**config.mk**
```make
export PLATFORM = sky130hd
export DESIGN_NAME = sum_accumulator
export DESIGN_NICKNAME = d
export VERILOG_FILES = /design/src/rtl/sum_acc_pkg.sv /design/src/rtl/sum_accumulator.sv
export SDC_FILE = /design/constraint.sdc
export NUM_CORES = 1
export LEC_CHECK = 0
export CAP_MARGIN = 10
export CELL_PAD_IN_SITES_DETAIL_PLACEMENT = 1
export CELL_PAD_IN_SITES_GLOBAL_PLACEMENT = 1
export CORE_UTILIZATION = 37
export CTS_BUF_LIST = sky130_fd_sc_hd__clkbuf_4 sky130_fd_sc_hd__clkbuf_8
export CTS_CLUSTER_SIZE = 24
export DETAILED_ROUTE_END_ITERATION = 8
export GPL_ROUTABILITY_DRIVEN = 0
export PLACE_DENSITY = 0.82
export SLEW_MARGIN = 15
export SYNTH_ARGS = -nofsm -noshare
export SYNTH_HDL_FRONTEND = slang
export SYNTH_SLANG_ARGS = --single-unit
```
**constraint.sdc**
```tcl
create_clock -name clk -period 2.7 [get_ports clk]
set_clock_uncertainty 0.05 [all_clocks]
set_input_delay 0.54 -clock clk [delete_from_list [all_inputs] [get_ports clk]]
set_output_delay 0.54 -clock clk [all_outputs]
set_load 0.02 [all_outputs]
```
**src/rtl/sum_acc_pkg.sv**
```systemverilog
// ============================================================================
// Module      : sum_acc_pkg
// Description : Types and widths shared by the adder stage and the accumulator.
// Revision    : 1.0
// ============================================================================
`default_nettype none

package sum_acc_pkg;

    typedef enum logic {
        ACCUM  = 1'b0,
        OUTPUT = 1'b1
    } sum_acc_state_e;

    localparam int SUM_W     = 9;
    localparam int OPERAND_W = 8;

endpackage : sum_acc_pkg

`default_nettype wire

```
**src/rtl/sum_accumulator.sv**
```systemverilog
// ============================================================================
// Module      : sum_accumulator
// Description : Accumulates up to BEATS adder sums per frame and hands the
//               total, beat count and sticky overflow flag downstream.
// Revision    : 1.0
// ============================================================================
`default_nettype none

module sum_accumulator
    import sum_acc_pkg::*;
#(
    parameter int DATA_W = SUM_W,
    parameter int ACC_W  = 16,
    parameter int BEATS  = 4
) (
    input  logic                         clk,
    input  logic                         rstn,
    input  logic                         valid_i,
    output logic                         ready_i,
    input  logic [DATA_W-1:0]            data_i,
    input  logic                         last_i,
    output logic                         valid_o,
    input  logic                         ready_o,
    output logic [ACC_W-1:0]             acc_o,
    output logic [$clog2(BEATS+1)-1:0]   count_o,
    output logic                         ovf_o
);

    localparam int CNT_W = $clog2(BEATS+1);

    sum_acc_state_e     r_state;
    logic               r_ready;
    logic               r_valid;
    logic [ACC_W-1:0]   r_acc;
    logic [CNT_W-1:0]   r_cnt;
    logic               r_ovf;

    logic [ACC_W:0]     w_sum;
    logic [CNT_W-1:0]   w_cnt_next;
    logic               w_frame_end;

    // One extra bit on the adder captures the carry that wraps out of ACC_W.
    always_comb begin
        w_sum       = {1'b0, r_acc} + {{(ACC_W+1-DATA_W){1'b0}}, data_i};
        w_cnt_next  = r_cnt + 1'b1;
        w_frame_end = last_i || (w_cnt_next == CNT_W'(BEATS));
    end

    always_ff @(posedge clk) begin
        if (!rstn) begin
            r_state <= ACCUM;
            r_ready <= 1'b1;
            r_valid <= 1'b0;
            r_acc   <= '0;
            r_cnt   <= '0;
            r_ovf   <= 1'b0;
        end else begin
            case (r_state)
                ACCUM: begin
                    if (valid_i && r_ready) begin
                        r_acc <= w_sum[ACC_W-1:0];
                        r_ovf <= r_ovf | w_sum[ACC_W];
                        r_cnt <= w_cnt_next;
                        if (w_frame_end) begin
                            r_state <= OUTPUT;
                            r_valid <= 1'b1;
                            r_ready <= 1'b0;
                        end
                    end
                end
                OUTPUT: begin
                    // Result is held until taken; input beats are not accepted here.
                    if (r_valid && ready_o) begin
                        r_state <= ACCUM;
                        r_valid <= 1'b0;
                        r_ready <= 1'b1;
                        r_acc   <= '0;
                        r_cnt   <= '0;
                        r_ovf   <= 1'b0;
                    end
                end
                default: begin
                    r_state <= ACCUM;
                end
            endcase
        end
    end

    assign ready_i = r_ready;
    assign valid_o = r_valid;
    assign acc_o   = r_acc;
    assign count_o = r_cnt;
    assign ovf_o   = r_ovf;

endmodule : sum_accumulator

`default_nettype wire

```
# Word-level counts from Yosys, hierarchy flattened
# Index checks and enable logic that the tools add are counted.
[word_totals] reg_bits=23 out_inout_bits=22 inputBits=14
[classes] muxes=20 n_addsub=2 n_eq_ne=4 bitwise_logic=2 n_reduce_logical=5
[ops] operator="16-bit two-way mux" n=2
[ops] operator="16-bit case mux with 2 select lines" n=1
[ops] operator="16-bit by 9-bit adder with 17-bit output" n=1
[ops] operator="1-bit two-way mux" n=10
[ops] operator="1-bit case mux with 2 select lines" n=4
[ops] operator="3-bit two-way mux" n=2
[ops] operator="3-bit case mux with 2 select lines" n=1
[ops] operator="2-bit != test (second input constant)" n=2
[ops] operator="3-bit by 1-bit adder with 3-bit output (second input constant)" n=1
[ops] operator="3-bit == test (second input constant)" n=1
[ops] operator="3-bit AND reduction" n=1
[ops] operator="1-bit logical AND" n=2
[ops] operator="2-bit by 1-bit != test with 1-bit output (second input constant)" n=1
[ops] operator="2-bit AND reduction" n=1
[ops] operator="1-bit logical OR" n=1
[ops] operator="1-bit inverter" n=1
[ops] operator="1-bit OR" n=1

# Depth between registers and ports, before layout
# Gate-level depths: netlist of run 1.
[depth] depth_word=6 ltp_mapped=8 mapped_depth_nobuf=8

# Least setup slack after synthesis of run 1
# Ideal clock, no wire load.
[synth_timing] path_type="input port to flip-flop" startpoint="input data_i[0]" endpoint="register r_acc[12], in the netlist acc_o[12]" path_stages=8 path_slack_ns=0.603 path_buffers=0 required_ns=2.526 t_arrival_ns=1.923 cell_sequence="ha_1 > inv_1 > fa_1 > nand2b_1 > a211oi_2 > o2111ai_1 > xor2_1 > nor2_1"
[synth_via] elab_chain_cells=3
[synth_rtl] item="from (decl)" line_no="sum_accumulator.sv:20" text="input logic [DATA_W-1:0] data_i,"
[synth_rtl] item="16-bit by 9-bit adder with 17-bit output" line_no="sum_accumulator.sv:44" text="w_sum = {1'b0, r_acc} + {{(ACC_W+1-DATA_W){1'b0}}, data_i};"
[synth_rtl] item="16-bit two-way mux" line_no="sum_accumulator.sv:60" text="if (valid_i && r_ready) begin"
[synth_rtl] item="16-bit case mux with 2 select lines" line_no="sum_accumulator.sv:58" text="case (r_state)"
[synth_rtl] item="to (signal assigned)" line_no="sum_accumulator.sv:61" text="r_acc <= w_sum[ACC_W-1:0];"
[synth_rtl] item="to (decl)" line_no="sum_accumulator.sv:34" text="logic [ACC_W-1:0] r_acc;"
# No other way between the ends. The select of a mux whose other input is x is not followed.
# A chain may end at the register's enable or synchronous reset.

# Worst setup path in the final report of run 1
# Ends and elaborated chain as after synthesis.

==> results of run 1 <==
[power groups by stage]
stage | combinational, mW | clock, mW | sequential, mW
global placement | 0.288 | 0 | 0.393
detailed placement | 0.300 | 0 | 0.396
floorplan | 0.166 | 0 | 0.419
global route | 0.329 | 0.256 | 0.393
finish | 0.301 | 0.240 | 0.388
CTS | 0.303 | 0.243 | 0.388
[metal layers]
metal	share of wire [%]	vias to the layer above
met5	0	-
met4	0.83	0
met3	3.7	4
met2	50	23
met1	46	618
li1	-	647
[final cells by class]
class | instances | area, µm²
clock buffers | 4 | 48.80
fillers | 419 | 1619
inverters | 5 | 18.77
multi-input cells | 126 | 879.6
flip-flops and latches | 23 | 460.4
well taps | 46 | 57.56
repair buffers | 36 | 357.8
[kinds of logic after synthesis]
| group | count (synthesis) |
|---|---|
| AO/OA/AOI/OAI | 51 |
| XOR/XNOR | 10 |
| adder cells (fa/ha/maj) | 12 |
| buffers and inverters | 8 |
| flip-flops | 23 |
| AND/OR/NAND/NOR | 53 |
[metrics by stage]
| stage | area, µm² | hold WS (ns) | TNS (ns) | util [%] | power, mW |
|---|---|---|---|---|---|
| final | 1823 | 0.4071 | 0 | 52.96 | 0.9288 |
| after global routing | 1823 | 0.4595 | 0 | 52.96 | 0.9782 |
| after CTS | 1823 | 0.4116 | 0 | 52.96 | 0.9345 |
| after detailed placement | 1774 | 0.3957 | -0.1089 | 51.54 | 0.6966 |
| after global placement | 1774 | 0.3929 | 0 | 51.54 | 0.6815 |
| after floorplan | 1374 | 0.4722 | 0 | - | 0.5849 |
[placed cells by master, fill, tap and decap left out, types with 2 or more instances in the layout]
master / instances
nor2_1: 13
o211ai_2: 2
a21oi_1: 16
and2_1: 4
ha_1: 11
o211ai_1: 2
dfxtp_1: 23
o2111ai_1: 3
nand2_1: 8
or3_1: 4
o21ai_0: 15
clkdlybuf4s50_1: 35
nand3_1: 10
a211oi_1: 2
inv_1: 5
a22oi_1: 2
nor2b_1: 6
xor2_1: 9
clkbuf_8: 3
nand2b_1: 3
[worst min-delay path, cell delays in order, from the launching register on]
cell and delay, ns:
dfxtp_1 0.32, inv_1 0.05, a21oi_1 0.05
[worst max-delay path by stage]
stage | from | end | slack [ns] | depth (start not counted)
after floorplan | data_i[0] | acc_o[12] | 0.60 | 8
after global placement | data_i[0] | acc_o[12] | 0.004 | 9
after detailed placement | data_i[0] | acc_o[12] | -0.05 | 9
after CTS | data_i[0] | acc_o[12] | 0.23 | 9
after global routing | data_i[0] | acc_o[12] | 0.04 | 9
final | data_i[0] | acc_o[12] | 0.24 | 9
[flip-flops by register name, summed over array words and instances (netlist names)]
signal / cells
r_state: 1
ovf_o: 1
count_o: 3
ready_i: 1
valid_o: 1
acc_o: 16
==> results.sh, run 1 <==
export IMPL_synth_main_ff_cell="dfxtp_1"
export IMPL_synthAdderAreaFrac_pct=11.48
export IMPL_synthTopCellsByArea="dfxtp_1, ha_1, a21oi_1"
export IMPL_drc=0
export IMPL_synth_seq_cells=23
export IMPL_cts_max_level=1
export IMPL_grt_use_met2_pct=35.48
export IMPL_core_mm2=0.003442
export IMPL_hold_class="reg -> reg"
export IMPL_cts_hold_buf=0
export IMPL_synth_most_common_cell="dfxtp_1"
export IMPL_cts_buffer_depth=2
export IMPL_busiest_layer="met2"
export IMPL_synthMuxAreaShare_pct=0
export IMPL_layout_drive_gt1_share_pct=6.186
export IMPL_cts_tree="done"
export IMPL_antenna_found_initial=0
export IMPL_p_clk_share_pct=25.8
export IMPL_start_kind="input pin"
export IMPL_clkTransAtPathRegs_ns=0.09
export IMPL_max_freq_mhz=406.9
export IMPL_cts_buffers=3
export IMPL_power_frac_seq_pct=41.7
export IMPL_worstHoldPathCells=2
export IMPL_setup_viol=0
export IMPL_route_vias_total=1292
export IMPL_r2r_end="acc_o[12]"
export IMPL_ys_warn_count=0
export IMPL_rsz0062_at_grt="false"
export IMPL_grt_ovfl_total=0
export IMPL_r2r_start="acc_o[0]"
export IMPL_grt_pass1_wl_um=6368
export IMPL_worst_pin_slew_ns=0.5376
export IMPL_finalHoldViolations=0
export IMPL_root_buffer="clkbuf_8"
export IMPL_critPathSlowestCell="clkdlybuf4s50_1"
export IMPL_syn_area_mm2=0.001374
export IMPL_die_w_um=62.94
export IMPL_cts_sinks=23
export IMPL_routedWlPerCell_um=15.61
export IMPL_synth_edf_count=0
export IMPL_path_buf_inv=2
export IMPL_synthTopCellsByCount="dfxtp_1, a21oi_1, o21ai_0"
export IMPL_p_sw_uw=316.2
export IMPL_synth_compound_area_share_pct=25.50
export IMPL_area_delta_synth_final_pct=32.70
export IMPL_worstPathRequired_ns=2.80
export IMPL_p_int_uw=612.5
export IMPL_critPathKind="in -> reg"
export IMPL_io_buffers=35
export IMPL_avgSynthCellArea_um2=8.750
export IMPL_nets=221
export IMPL_synthesis_nets=183
export IMPL_die_area_mm2=0.003961
export IMPL_synth_top_cell_area_share_pct=33.52
export IMPL_p_leak_nw=0.6849
export IMPL_drtAntennaViolNets=0
export IMPL_ir_drop_uv=176.0
export IMPL_grt_usage_pct=20.46
export IMPL_max_stage_delay_ns=0.47
export IMPL_worst_slack_ns=0.2426
export IMPL_reg2regPathDepth=8
export IMPL_yosys_area_top_type="dfxtp_1"
export IMPL_synthCells=157
export IMPL_end_kind="flop"
export IMPL_clkLatencyLatePin_ns=0.28
export IMPL_use_met3_pct=4.562
export IMPL_yosys_area_share_simple_pct=20.67
export IMPL_fin_cells=240
export IMPL_dpl_worst_slack_ns=-0.04629
export IMPL_max_cap_violations=0
export IMPL_drtIter0Drc=49
export IMPL_place_hpwl_um=2814
export IMPL_powerDensity_mw_per_mm2=509.5
export IMPL_start_util_pct=39.91
export IMPL_dr_pass1_iters=4
export IMPL_grt_max_degree=16
export IMPL_io_pins=36
export IMPL_path_cells="clkdlybuf4s50_1 > ha_1 > inv_1 > fa_1 > nand2b_1 > a211oi_2 > o2111ai_1 > xor2_1 > nor2_1"
export IMPL_drt_wl_total_um=3746
export IMPL_min_to="ovf_o"
export IMPL_cp_max_fo=4
export IMPL_async_reset_ff_share_pct=0
export IMPL_n_antenna_cell=0
export IMPL_ys_types=36
export IMPL_min_period_ns=2.457
export IMPL_chipHeight_um=62.94
export IMPL_synth_xor_area_share_pct=6.375
export IMPL_pwr_share_comb_pct=32.4
export IMPL_postCtsSetupRepairBufs=0
export IMPL_dp_cells=236
export IMPL_avgViaCountPerCell=5.383
export IMPL_switching_share_pct=34.05
export IMPL_grt_pass1_vias=1330
export IMPL_cts_resized=0
export IMPL_rows=21
export IMPL_cp_top_family="adder cells"
export IMPL_r2r_setup_slack_ns=0.62
export IMPL_synth_top_family_by_area="compound AO/OA/AOI/OAI gates"
export IMPL_min_from="ovf_o"
export IMPL_cp_arrival_ns=2.56
export IMPL_status="finished, final reports clean"
export IMPL_synth_seq_area_share_pct=33.52
export IMPL_relSlewSlack_pct=64.16
export IMPL_use_met1_pct=25.53
export IMPL_period_share_pct=91.01
export IMPL_slew_viol_final=0
Power figures use the tool's default switching activity.
==> run 2, diff against run 1 <==
--- a/config.mk
+++ b/config.mk
@@ -8,12 +8,13 @@
 export CAP_MARGIN = 10
 export CELL_PAD_IN_SITES_DETAIL_PLACEMENT = 1
 export CELL_PAD_IN_SITES_GLOBAL_PLACEMENT = 1
-export CORE_UTILIZATION = 37
-export CTS_BUF_LIST = sky130_fd_sc_hd__clkbuf_4 sky130_fd_sc_hd__clkbuf_8
+export CORE_UTILIZATION = 35
+export CTS_BUF_LIST = sky130_fd_sc_hd__clkbuf_4 sky130_fd_sc_hd__clkbuf_8 sky130_fd_sc_hd__clkbuf_16
 export CTS_CLUSTER_SIZE = 24
 export DETAILED_ROUTE_END_ITERATION = 8
 export GPL_ROUTABILITY_DRIVEN = 0
-export PLACE_DENSITY = 0.82
+export PLACE_DENSITY = 0.75
+export SKIP_CTS_REPAIR_TIMING = 1
 export SLEW_MARGIN = 15
 export SYNTH_ARGS = -nofsm -noshare
 export SYNTH_HDL_FRONTEND = slang
==> run 2 against run 1 <==
Via count grew 0.39%. Die area grew 5.5%. Flip-flop and latch count is the same. Total power shrank 1.4%. Register-to-register slack lost 0.05 ns. Global-route usage shrank 0.97 points. Largest power group unchanged. Critical endpoint unchanged. Clock-buffer cell count is the same. Combinational power is essentially flat. Hold slack gained 0.0083 ns. Critical path type unchanged. Clock power shrank 6%. Cell count grew 1.3%.
==> results.sh, run 2 (synthesis results as in run 1) <==
export IMPL_holdWs_ns=0.4154
export IMPL_cts_tree="done"
export IMPL_status="finished, final reports clean"
export IMPL_grt_usage_pct=19.49
export IMPL_critPathKind="in -> reg"
export IMPL_largest_reg_flops=16
export IMPL_power_uw=915.9
export IMPL_avgViaCountPerCell=5.337
export IMPL_antenna_found_initial=0
export IMPL_period_share_pct=92.84
export IMPL_drtAntennaViolNets=0
export IMPL_rows=22
export IMPL_utilization_pct=49.33
export IMPL_route_vias_total=1297
export IMPL_start_kind="input pin"
export IMPL_clkTransAtPathRegs_ns=0.08
export IMPL_grt_max_degree=16
export IMPL_drt_wl_total_um=3742
export IMPL_root_buffer="clkbuf_8"
export IMPL_end_kind="flop"
export IMPL_setup_viol=0
export IMPL_io_buffers=35
export IMPL_critPathSlowestCell="clkdlybuf4s50_1"
export IMPL_cp_arrival_ns=2.60
export IMPL_slew_viol_final=0
export IMPL_max_stage_delay_ns=0.46
export IMPL_cp_top_family="adder cells"
export IMPL_routedWlPerCell_um=15.40
export IMPL_core_mm2=0.003716
export IMPL_clkLatencyLatePin_ns=0.26
export IMPL_cts_buffer_depth=2
export IMPL_path_cells="clkdlybuf4s50_1 > ha_1 > inv_1 > fa_1 > nand2b_1 > a211oi_2 > o2111ai_1 > xor2_1 > nor2_1"
export IMPL_powerDensity_mw_per_mm2=499.7
export IMPL_min_period_ns=2.507
export IMPL_drc=0
export IMPL_ir_drop_uv=198.8
export IMPL_worst_pin_slew_ns=0.5603
export IMPL_p_leak_nw=0.6903
export IMPL_dr_pass1_iters=4
export IMPL_hold_class="reg -> reg"
export IMPL_layout_drive_gt1_share_pct=6.667
export IMPL_io_pins=36
export IMPL_n_antenna_cell=0
export IMPL_cts_sinks=23
export IMPL_start_util_pct=36.97
export IMPL_max_freq_mhz=398.9
export IMPL_cts_buffers=3
export IMPL_grt_pass1_vias=1386
export IMPL_nets=222
export IMPL_cp_max_fo=4
export IMPL_die_area_mm2=0.004180
export IMPL_max_cap_violations=0
export IMPL_area_delta_synth_final_pct=33.42
export IMPL_worstPathRequired_ns=2.79
export IMPL_grt_pass1_wl_um=6265
export IMPL_die_w_um=64.65
export IMPL_drtIter0Drc=25
export IMPL_place_hpwl_um=2927
export IMPL_layout_common_cells="clkdlybuf4s50_1, dfxtp_1, a21oi_1"
export IMPL_layout_commonest_cell="clkdlybuf4s50_1"
export IMPL_grt_ovfl_total=0
export IMPL_relSlewSlack_pct=62.65
export IMPL_path_buf_inv=2
export IMPL_chipHeight_um=64.65
export IMPL_rsz0062_at_grt="false"
export IMPL_post_dp_cell_area_mm2=0.001784
export IMPL_finalHoldViolations=0
export IMPL_cts_max_level=1
export IMPL_postLayoutCellArea_mm2=0.001833
## run 2: final cells by class
| cell class | instances | area (µm²) |
|---|---|---|
| repair buffers | 37 | 365.4 |
| well taps | 48 | 60.06 |
| inverters | 5 | 18.77 |
| flip-flops and latches | 23 | 460.4 |
| fillers | 454 | 1883 |
| multi-input cells | 126 | 879.6 |
| clock buffers | 4 | 48.80 |
## run 2: path summary, 6_finish.rpt
kind | from | endpoint | slack [ns] | cells after the start
hold reg to reg | ovf_o | ovf_o | 0.42 | 2
setup / recovery | data_i[0] | acc_o[12] | 0.19 | 9
hold / removal | ovf_o | ovf_o | 0.42 | 2
setup reg to reg | acc_o[0] | acc_o[12] | 0.57 | 8
## run 2: worst register-to-register path: stages (launching register included)
cell and delay, ns:
dfxtp_1 0.36, ha_1 0.20, inv_1 0.08, fa_1 0.40, nand2b_1 0.21, a211oi_2 0.32, o2111ai_1 0.18, xor2_1 0.16
nor2_1 0.06
## run 2: power breakdown
| group | internal [mW] | switching [mW] | leakage [nW] |
|---|---|---|---|
| logic | 0.134 | 0.168 | 0.477 |
| registers | 0.363 | 0.0244 | 0.188 |
| clock network | 0.115 | 0.110 | 0.0262 |
| total | 0.613 | 0.303 | 0.690 |
## run 2: through the flow
step                instances  worst slack (ns)  setup TNS (ns)
floorplan                 157            0.6029               0
global placement          239           0.03222               0
detailed placement        239          -0.07633         -0.1491
CTS                       243            0.2044               0
global route              243           0.09056               0
finish                    243            0.1932               0
## run 2: metal layers
| metal | share of wire (%) | vias to the layer above | wire, µm | GRT usage, % |
|---|---|---|---|---|
| li1 | - | 648 | - | - |
| met1 | 46 | 619 | 1740 | 23.47 |
| met2 | 50 | 26 | 1861 | 35.39 |
| met3 | 2.6 | 4 | 96 | 2.289 |
| met4 | 1.2 | 0 | 44 | 6.667 |
| met5 | 0 | - | 0 | 0 |
==> run 3, diff against run 2 <==
--- a/config.mk
+++ b/config.mk
@@ -13,7 +13,7 @@
 export CTS_CLUSTER_SIZE = 24
 export DETAILED_ROUTE_END_ITERATION = 8
 export GPL_ROUTABILITY_DRIVEN = 0
-export PLACE_DENSITY = 0.75
+export PLACE_DENSITY_LB_ADDON = 0.12
 export SKIP_CTS_REPAIR_TIMING = 1
 export SLEW_MARGIN = 15
 export SYNTH_ARGS = -nofsm -noshare
==> run 3 against run 2 <==
Setup slack got worse by 0.024 ns. Non-clock buffer count unchanged. Utilization is 0.067 points lower. Via count increased by 0.46%. Clock-buffer cell count decreased by 1. Die area unchanged. Hold slack better by 0.0029 ns. Sequential share of layout area hardly changed. Fmax down 0.93%. Register-to-register slack lost 0.03 ns. Global-route usage rose by 0.23 points.
==> results.sh, run 3 (synthesis results as in run 1) <==
export IMPL_status="finished, final reports clean"
export IMPL_nets=222
export IMPL_setup_viol=0
export IMPL_grt_use_met2_pct=35.00
export IMPL_drtAntennaViolNets=0
export IMPL_regArea_um2=460.4
export IMPL_cts_buffer_depth=2
export IMPL_cp_top_family="adder cells"
export IMPL_min_period_ns=2.530
export IMPL_multi_input_area_um2=879.6
export IMPL_core_mm2=0.003716
export IMPL_finalHoldViolations=0
export IMPL_largest_reg_flops=16
export IMPL_p_clk_share_pct=24.3
export IMPL_layout_commonest_cell="clkdlybuf4s50_1"
export IMPL_routedWlPerCell_um=15.42
export IMPL_switching_share_pct=34.02
export IMPL_start_util_pct=36.97
export IMPL_p_int_uw=600.9
export IMPL_die_area_mm2=0.004180
export IMPL_use_met1_pct=24.01
export IMPL_rsz0062_at_grt="false"
export IMPL_ir_drop_uv=269.8
export IMPL_busiest_layer="met2"
export IMPL_io_pins=36
export IMPL_pwr_share_comb_pct=33.1
export IMPL_period_share_pct=93.72
export IMPL_grt_ovfl_total=0
export IMPL_use_met3_pct=4.225
export IMPL_n_antenna_cell=0
export IMPL_powerDensity_mw_per_mm2=497.6
export IMPL_cp_max_fo=4
export IMPL_dr_pass1_iters=4
export IMPL_start_kind="input pin"
export IMPL_place_hpwl_um=2798
export IMPL_end_kind="flop"
export IMPL_grt_max_degree=16
export IMPL_slew_viol_final=0
export IMPL_max_cap_violations=0
export IMPL_cts_buffers=3
export IMPL_p_leak_nw=0.6890
export IMPL_drtIter0Drc=68
export IMPL_clkTransAtPathRegs_ns=0.09
export IMPL_drt_wl_total_um=3746
export IMPL_area_delta_synth_final_pct=33.24
export IMPL_cp_arrival_ns=2.65
export IMPL_critPathKind="in -> reg"
export IMPL_grt_pass1_vias=1379
export IMPL_chipHeight_um=64.65
export IMPL_worst_slack_ns=0.1696
export IMPL_worstPathRequired_ns=2.82
export IMPL_root_buffer="clkbuf_8"
export IMPL_dpl_worst_slack_ns=-0.07879
export IMPL_finalSetupTns_ns=0
export IMPL_power_uw=910.8
export IMPL_worst_pin_slew_ns=0.5619
export IMPL_io_buffers=35
export IMPL_die_w_um=64.65
export IMPL_max_stage_delay_ns=0.47
export IMPL_cts_sinks=23
export IMPL_p_sw_uw=309.9
export IMPL_max_freq_mhz=395.2
export IMPL_rows=22
export IMPL_cts_max_level=1
export IMPL_layout_drive_gt1_share_pct=6.667
export IMPL_drc=0
export IMPL_relSlewSlack_pct=62.54
export IMPL_antenna_found_initial=0
export IMPL_critPathSlowestCell="clkdlybuf4s50_1"
export IMPL_hold_class="reg -> reg"
export IMPL_route_vias_total=1303
export IMPL_power_frac_seq_pct=42.6
export IMPL_clkLatencyLatePin_ns=0.27
export IMPL_n_fill_cell=445
export IMPL_cts_tree="done"
export IMPL_path_cells="clkdlybuf4s50_1 > ha_1 > inv_1 > fa_1 > nand2b_1 > a211oi_2 > o211ai_1 > xor2_1 > nor2_1"
export IMPL_grt_pass1_wl_um=6348
export IMPL_layout_common_cells="clkdlybuf4s50_1, dfxtp_1, a21oi_1"
export IMPL_avgViaCountPerCell=5.362
export IMPL_grt_usage_pct=19.72
export IMPL_path_buf_inv=2
==> run 3: cell types whose count changed in the layout (fill, tap and decap cells not counted) <==
| cell | change |
|---|---|
| clkbuf_4 | -1 |
| clkinv_2 | +1 |
==> run 3: stage by stage <==
stage / utilization, % / std cells / cell area (µm²) / hold WS (ns)
2_1_floorplan: - / 157 / 1374 / 0.4722
3_3_place_gp: 48.01 / 239 / 1784 / 0.3929
3_5_place_dp: 48.01 / 239 / 1784 / 0.4039
4_1_cts: 49.26 / 243 / 1831 / 0.4231
5_1_grt: 49.26 / 243 / 1831 / 0.4778
6_report: 49.26 / 243 / 1831 / 0.4183
==> run 3: power groups by stage <==
stage | combinational, mW | clock [mW] | sequential (mW)
5_1_grt | 0.332 | 0.243 | 0.393
3_3_place_gp | 0.291 | 0 | 0.394
3_5_place_dp | 0.301 | 0 | 0.396
4_1_cts | 0.305 | 0.227 | 0.388
2_1_floorplan | 0.166 | 0 | 0.419
6_report | 0.301 | 0.221 | 0.388
==> run 3: layout make-up <==
cell class                 count  area share [%]
multi-input combinational    126           48.05
sequential                    23           25.15
timing repair buffer          37           19.96
tap                           48           3.281
clock buffer                   3           2.256
inverter                       5           1.025
clock inverter                 1          0.2734
==> run 3: path summary, 6_finish.rpt <==
check,start,end,slack (ns),depth (start not counted)
worst min register to register,ovf_o,ovf_o,0.42,2
worst max-delay path,data_i[0],acc_o[14],0.17,9
worst min-delay path,ovf_o,ovf_o,0.42,2
worst max register to register,acc_o[0],acc_o[14],0.54,8
==> run 3: per-layer routing <==
metal,routed length (µm),vias to the layer above
met2,1877,28
met5,0,-
met4,22,0
met3,149,2
met1,1697,627
li1,-,646
==> run 3: worst reg2reg max path, stage by stage (launching register included) <==
cell,delay (ns)
dfxtp_1,0.36
ha_1,0.22
inv_1,0.07
fa_1,0.39
nand2b_1,0.21
a211oi_2,0.35
o211ai_1,0.18
xor2_1,0.17
nor2_1,0.05
